$ cat config.mk
export PLATFORM = sky130hd
export DESIGN_NAME = game_turn_ctrl
export DESIGN_NICKNAME = d
export VERILOG_FILES = /design/src/rtl/game_turn_ctrl.sv
export SDC_FILE = /design/constraint.sdc
export NUM_CORES = 1
export LEC_CHECK = 0
export BUFFER_PORTS_ARGS = -buffer_cell sky130_fd_sc_hd__buf_2
export CORE_ASPECT_RATIO = 1.4
export CORE_MARGIN = 8
export CORE_UTILIZATION = 37
export CTS_CLUSTER_SIZE = 8
export DETAILED_ROUTE_END_ITERATION = 12
export PLACE_DENSITY_LB_ADDON = 0.05
export REMOVE_ABC_BUFFERS = 1
export SYNTH_ARGS = -nofsm -noshare
export SYNTH_HDL_FRONTEND = slang
export SYNTH_SLANG_ARGS = --single-unit
$ cat constraint.sdc
create_clock -name clk -period 4.42 [get_ports clk]
set_input_delay 0.663 -clock clk [delete_from_list [all_inputs] [get_ports clk]]
set_output_delay 0.663 -clock clk [all_outputs]
set_load 0.01 [all_outputs]
$ cat src/rtl/game_turn_ctrl.sv
// game_turn_ctrl -- turn sequencer for a two-player ship-placement / shooting game.
//
// The boards live in an external memory. This block addresses that memory
// (board_sel/board_pos), reads a cell back through cell_state one cycle later,
// and issues clear and write strobes. It also keeps the placement counter, the
// per-player hit counters and the winner.
//
// Parameter:
//   SHIPS         ship cells placed by each player (1..15)
//
// Compile-time option:
//   HIT_BONUS_EN  when defined, a hit returns the turn to the same shooter;
//                 when undefined, the turn alternates after every valid shot
//
// Ports:
//   clk, rst         clock (rising edge) and asynchronous active-high reset
//   start            pulse: new game from IDLE or GAME_OVER
//   click_host/guest click pulses; cursor_host/guest cell {row[5:3], col[2:0]}
//   cell_state       readback of board_pos on board_sel (1-cycle latency)
//                    00 empty, 01 ship, 10 hit, 11 miss
//   board_clr        pulse: clear both boards
//   board_sel        0 host board, 1 guest board
//   board_pos        addressed cell
//   board_wr         write strobe, board_wdata is the written code
//   phase            state encoding (see table)
//   hits_host/guest  hits scored by each player
//   winner           00 none, 01 host, 10 guest
//
// State table:
//   state        | code | meaning
//   IDLE         |  0   | after reset, waits for start
//   PLACE_HOST   |  1   | host places ships on own board
//   PLACE_GUEST  |  2   | guest places ships on own board
//   TURN_HOST    |  3   | host shoots at guest board
//   TURN_GUEST   |  4   | guest shoots at host board
//   CHECK        |  5   | two cycles: read latency, then decide
//   GAME_OVER    |  6   | winner decided, outputs held until start

module game_turn_ctrl #(
  parameter int SHIPS = 4
) (
  input  logic       clk,
  input  logic       rst,
  input  logic       start,
  input  logic       click_host,
  input  logic       click_guest,
  input  logic [5:0] cursor_host,
  input  logic [5:0] cursor_guest,
  input  logic [1:0] cell_state,
  output logic       board_clr,
  output logic       board_sel,
  output logic [5:0] board_pos,
  output logic       board_wr,
  output logic [1:0] board_wdata,
  output logic [2:0] phase,
  output logic [3:0] hits_host,
  output logic [3:0] hits_guest,
  output logic [1:0] winner
);

  typedef enum logic [2:0] {
    IDLE        = 3'd0,
    PLACE_HOST  = 3'd1,
    PLACE_GUEST = 3'd2,
    TURN_HOST   = 3'd3,
    TURN_GUEST  = 3'd4,
    CHECK       = 3'd5,
    GAME_OVER   = 3'd6
  } state_t;

  localparam logic [1:0] CELL_EMPTY = 2'b00;
  localparam logic [1:0] CELL_SHIP  = 2'b01;
  localparam logic [1:0] CELL_HIT   = 2'b10;
  localparam logic [1:0] CELL_MISS  = 2'b11;

  localparam logic [3:0] SHIP_CNT = 4'(SHIPS);

  state_t     state, state_n;
  state_t     ret_state, ret_state_n;
  logic       check_late, check_late_n;   // second CHECK cycle: cell_state is valid
  logic [3:0] place_cnt, place_cnt_n;

  logic       board_clr_n, board_sel_n, board_wr_n;
  logic [5:0] board_pos_n;
  logic [1:0] board_wdata_n;
  logic [3:0] hits_host_n, hits_guest_n;
  logic [1:0] winner_n;

  logic       shooter_guest;
  state_t     other_turn;
  state_t     hit_turn;
  logic [3:0] hits_host_inc, hits_guest_inc;

  assign phase = state;

  assign shooter_guest = (ret_state == TURN_GUEST);
  assign other_turn    = shooter_guest ? TURN_HOST : TURN_GUEST;

`ifdef HIT_BONUS_EN
  assign hit_turn = ret_state;
`else
  assign hit_turn = other_turn;
`endif

  // The game ends as soon as a counter reaches SHIP_CNT, so saturation only
  // guards against a stray increment.
  assign hits_host_inc  = (hits_host  >= SHIP_CNT) ? hits_host  : hits_host  + 4'd1;
  assign hits_guest_inc = (hits_guest >= SHIP_CNT) ? hits_guest : hits_guest + 4'd1;

  always_ff @(posedge clk or posedge rst) begin
    if (rst) begin
      state       <= IDLE;
      ret_state   <= IDLE;
      check_late  <= 1'b0;
      place_cnt   <= 4'd0;
      board_clr   <= 1'b0;
      board_sel   <= 1'b0;
      board_pos   <= 6'd0;
      board_wr    <= 1'b0;
      board_wdata <= CELL_EMPTY;
      hits_host   <= 4'd0;
      hits_guest  <= 4'd0;
      winner      <= 2'b00;
    end else begin
      state       <= state_n;
      ret_state   <= ret_state_n;
      check_late  <= check_late_n;
      place_cnt   <= place_cnt_n;
      board_clr   <= board_clr_n;
      board_sel   <= board_sel_n;
      board_pos   <= board_pos_n;
      board_wr    <= board_wr_n;
      board_wdata <= board_wdata_n;
      hits_host   <= hits_host_n;
      hits_guest  <= hits_guest_n;
      winner      <= winner_n;
    end
  end

  always_comb begin
    state_n       = state;
    ret_state_n   = ret_state;
    check_late_n  = 1'b0;
    place_cnt_n   = place_cnt;
    board_clr_n   = 1'b0;
    board_sel_n   = board_sel;
    board_pos_n   = board_pos;
    board_wr_n    = 1'b0;
    board_wdata_n = board_wdata;
    hits_host_n   = hits_host;
    hits_guest_n  = hits_guest;
    winner_n      = winner;

    unique case (state)
      IDLE, GAME_OVER: begin
        if (start) begin
          board_clr_n  = 1'b1;
          place_cnt_n  = 4'd0;
          hits_host_n  = 4'd0;
          hits_guest_n = 4'd0;
          winner_n     = 2'b00;
          state_n      = PLACE_HOST;
        end
      end

      PLACE_HOST: begin
        if (click_host) begin
          board_pos_n = cursor_host;
          board_sel_n = 1'b0;
          ret_state_n = PLACE_HOST;
          state_n     = CHECK;
        end
      end

      PLACE_GUEST: begin
        if (click_guest) begin
          board_pos_n = cursor_guest;
          board_sel_n = 1'b1;
          ret_state_n = PLACE_GUEST;
          state_n     = CHECK;
        end
      end

      // Shots address the opponent's board.
      TURN_HOST: begin
        if (click_host) begin
          board_pos_n = cursor_host;
          board_sel_n = 1'b1;
          ret_state_n = TURN_HOST;
          state_n     = CHECK;
        end
      end

      TURN_GUEST: begin
        if (click_guest) begin
          board_pos_n = cursor_guest;
          board_sel_n = 1'b0;
          ret_state_n = TURN_GUEST;
          state_n     = CHECK;
        end
      end

      CHECK: begin
        if (!check_late) begin
          check_late_n = 1'b1;
        end else begin
          state_n = ret_state;
          if (ret_state == PLACE_HOST || ret_state == PLACE_GUEST) begin
            // Only an empty cell accepts a ship; anything else is a rejected click.
            if (cell_state == CELL_EMPTY) begin
              board_wr_n    = 1'b1;
              board_wdata_n = CELL_SHIP;
              if (place_cnt + 4'd1 == SHIP_CNT) begin
                place_cnt_n = 4'd0;
                state_n     = (ret_state == PLACE_HOST) ? PLACE_GUEST : TURN_HOST;
              end else begin
                place_cnt_n = place_cnt + 4'd1;
              end
            end
          end else begin
            unique case (cell_state)
              CELL_SHIP: begin
                board_wr_n    = 1'b1;
                board_wdata_n = CELL_HIT;
                state_n       = hit_turn;
                if (shooter_guest) begin
                  hits_guest_n = hits_guest_inc;
                  if (hits_guest_inc == SHIP_CNT) begin
                    winner_n = 2'b10;
                    state_n  = GAME_OVER;
                  end
                end else begin
                  hits_host_n = hits_host_inc;
                  if (hits_host_inc == SHIP_CNT) begin
                    winner_n = 2'b01;
                    state_n  = GAME_OVER;
                  end
                end
              end
              CELL_EMPTY: begin
                board_wr_n    = 1'b1;
                board_wdata_n = CELL_MISS;
                state_n       = other_turn;
              end
              // Already-shot cell: no write, same shooter tries again.
              CELL_HIT, CELL_MISS: begin
                state_n = ret_state;
              end
              default: begin
                state_n = ret_state;
              end
            endcase
          end
        end
      end

      default: begin
        state_n = IDLE;
      end
    endcase
  end

endmodule

==> impl_metrics.env <==
export IMPL_vias=1628
export IMPL_cts_max_path_buffers=2
export IMPL_cts_root_buf="clkbuf_8"
export IMPL_portBuffers=42
export IMPL_hold_path_class="input port to async pin"
export IMPL_gp_congestion=0.7885
export IMPL_wirelength_um=4556
export IMPL_status="finished clean"
export IMPL_synthFlopType="dfrtp_1"
export IMPL_cp_data_arrival_time_ns=2.35
export IMPL_critPathMaxStageDelay_ns=0.85
export IMPL_syn_area_um2=1867
export IMPL_first_iter_violations=81
export IMPL_r2r_start="phase[1]$_DFFE_PP0P_"
export IMPL_ys_ff_latch=32
export IMPL_grt_pass1_vias=1631
export IMPL_required_ns=4.54
export IMPL_fillerInstances=482
export IMPL_p_sw_share_pct=42.00
export IMPL_finClkSkew_ns=0.005742
export IMPL_rrSetupSlack_ns=2.19
export IMPL_slowest_stage="a21boi_0"
export IMPL_r2r_cells=4
export IMPL_hold_viol=0
export IMPL_cts_setup_buffers=0
export IMPL_insertion_delay_ns=0.28
export IMPL_leakage_nw=1.035
export IMPL_dieHeight_um=100.0
export IMPL_initial_core_util_pct=38.55
export IMPL_h_tree_depth=2
export IMPL_syn_avg_cell_area_um2=9.106
export IMPL_drive_gt1_share_pct=23.58
export IMPL_top_level_ports=43
export IMPL_drc=0
export IMPL_crit_buf_inv=0
export IMPL_fmax_mhz=448.4
export IMPL_final_antenna_net_count=0
export IMPL_tns_ns=0
export IMPL_yosysSeqAreaShare_pct=42.90
export IMPL_crit_path_end_kind="flip-flop"
export IMPL_antenna_found_initial=0
export IMPL_grt_max_degree=33
export IMPL_worst_pin_slew_ns=1.020
export IMPL_internal_power_uw=775.1
export IMPL_coreArea_um2=4842
export IMPL_relSlewSlack_pct=31.39
export IMPL_grt_overflow_total=0
export IMPL_final_common_cell="buf_2"
export IMPL_dp_hpwl_um=3384
export IMPL_crit_fanout=12
export IMPL_dpl_cell_area_um2=2106
export IMPL_multi_input_area_um2=947.2
export IMPL_p_comb_share_pct=43.2
export IMPL_ys_warn_count=0
export IMPL_drv_cap=0
export IMPL_postCtsHoldBufs=0
export IMPL_nets=268
export IMPL_seq_area_um2=800.8
export IMPL_cts_buffers=5
export IMPL_power_density_nw_per_um2=608.6
export IMPL_r2r_end="board_pos[0]$_DFFE_PP0P_"
export IMPL_startpoint_type="flip-flop"
export IMPL_p_clk_share_pct=17.4
export IMPL_synth_distinct_cells=53
export IMPL_antennaDiodeCount=0
export IMPL_rsz0062_at_grt="no"
export IMPL_power_switching_uw=561.2
export IMPL_cts_tree="yes"
export IMPL_max_vdd_ir_drop_mv=0.2326
export IMPL_track_usage_pct=12.41
export IMPL_synth_edff_count=0
export IMPL_cp_top_family="compound AO/OA/AOI/OAI gates"
export IMPL_final_cells=310
export IMPL_syn_inst=205
export IMPL_avgViaCountPerCell=5.252
export IMPL_drt_pass1_iter_count=4
export IMPL_setup_viol=0
export IMPL_wl_per_cell_um=14.70
export IMPL_rows=30
export IMPL_cts_sinks=32
export IMPL_areaGrowthSynthToFinish_pct=17.63
export IMPL_critical_path_class="flip-flop to flip-flop"
export IMPL_dieArea_um2=7606
export IMPL_die_w_um=76.03
export IMPL_path_cells="xnor2_1 > nor2_2 > a21boi_0 > o21ai_0"
export IMPL_dp_cells=302
export IMPL_stdcell_area_um2=2196
export IMPL_layout_common_cells="42 x buf_2, 32 x dfrtp_1, 21 x nand2_1, 18 x o21ai_0"
export IMPL_cts_resized_gates=0
export IMPL_finalMaxSlewViolations=0
export IMPL_clk_pin_slew_worst_paths_ns=0.07
export IMPL_pwr_share_seq_pct=39.4
export IMPL_finalCritPeriodShare_pct=50.46
export IMPL_grt_pass1_wl_um=7741
export IMPL_period_minus_slack_ns=2.230
export IMPL_synthArstFlopShare_pct=100.0
==> synth_stat cells, types with 2 or more instances <==
library cell,instances,area (µm²)
inv_1,16,60.06
or3_1,2,12.51
o211ai_1,2,15.01
buf_4,3,22.52
o32ai_1,2,17.52
a21oi_1,16,80.08
xor2_1,3,26.28
nand3b_1,2,15.01
mux2_2,2,22.52
a31oi_1,2,12.51
o21ai_0,18,90.09
clkbuf_1,4,15.01
nor3b_1,2,15.01
a22o_1,2,17.52
mux2i_1,9,90.09
nor2_1,14,52.55
ha_1,4,50.05
nand2_1,21,78.83
nor2b_1,4,25.02
o21a_1,2,15.01
dfrtp_1,32,800.8
buf_2,2,10.01
and2_1,2,12.51
o22ai_1,6,37.54
nand3_1,5,25.02
==> worst max-delay path by stage <==
stage                              start                  endpoint  depth (start not counted)  slack, ns
finish              phase[1]$_DFFE_PP0P_  board_pos[0]$_DFFE_PP0P_                          4       2.19
detailed placement            click_host  board_pos[3]$_DFFE_PP0P_                          5       2.12
CTS                 phase[1]$_DFFE_PP0P_  board_pos[3]$_DFFE_PP0P_                          4       2.15
global route        phase[1]$_DFFE_PP0P_  board_pos[0]$_DFFE_PP0P_                          4       1.88
global placement              click_host  board_pos[5]$_DFFE_PP0P_                          5       2.18
floorplan           phase[1]$_DFFE_PP0P_  board_pos[0]$_DFFE_PP0P_                          4       2.49
==> worst reg2reg max path, cell delays in order (launching register included) <==
cell	delay, ns
dfrtp_1	0.51
xnor2_1	0.32
nor2_2	0.16
a21boi_0	0.86
o21ai_0	0.22
==> cell type report <==
cell class / instances / share of cell area (%)
clock buffers: 8 / 4.103
inverters: 16 / 2.735
multi-input cells: 147 / 43.13
flip-flops and latches: 32 / 36.47
well taps: 64 / 3.647
repair buffers: 43 / 9.915
==> flip-flops by register name, indices dropped and copies added, names as in the netlist <==
name         flops
board_sel        1
board_wdata      2
ret_state        3
hits_guest       4
place_cnt        4
hits_host        4
board_clr        1
board_pos        6
winner           2
check_late       1
board_wr         1
phase            3
==> cells by family (layout without fill, tap and decap cells) <==
group | Yosys count | after routing | share of synthesized area [%]
buffers and inverters | 26 | 67 | 6.367
and+or+nand+nor | 65 | 65 | 18.70
DFF | 32 | 32 | 42.90
adders and majority gates | 4 | 4 | 2.681
xor gates and xnor gates | 4 | 4 | 1.877
muxes | 11 | 11 | 6.032
AOI/OAI and AO/OA | 63 | 63 | 21.45
==> stage by stage <==
stage / hold slack (ns) / setup slack, ns / utilization (%) / total power [mW]
after global placement: 0.4675 / 2.185 / 43.49 / 1.114
after CTS: 0.4628 / 2.154 / 45.35 / 1.357
final: 0.4510 / 2.190 / 45.35 / 1.336
after global routing: 0.4897 / 1.881 / 45.35 / 1.452
after floorplan: 0.4829 / 2.494 / - / 0.9073
after detailed placement: 0.4704 / 2.124 / 43.49 / 1.116
==> per-layer routing <==
layer  GRT usage (%)  part of all wire, %  vias up
met4           6.061                  2.0        0
met5               0                    0        -
met3           3.488                  5.9        8
li1                -                    -      816
met2           20.50                   48       54
met1           14.40                   44      750
==> power groups by stage <==
stage,Sequential (mW),Combinational (mW),Clock [mW]
3_5_place_dp,0.529,0.587,0
5_1_grt,0.547,0.652,0.253
2_1_floorplan,0.539,0.368,0
4_1_cts,0.525,0.589,0.242
6_report,0.526,0.577,0.233
3_3_place_gp,0.530,0.584,0
(Power assumes the default switching activity.)
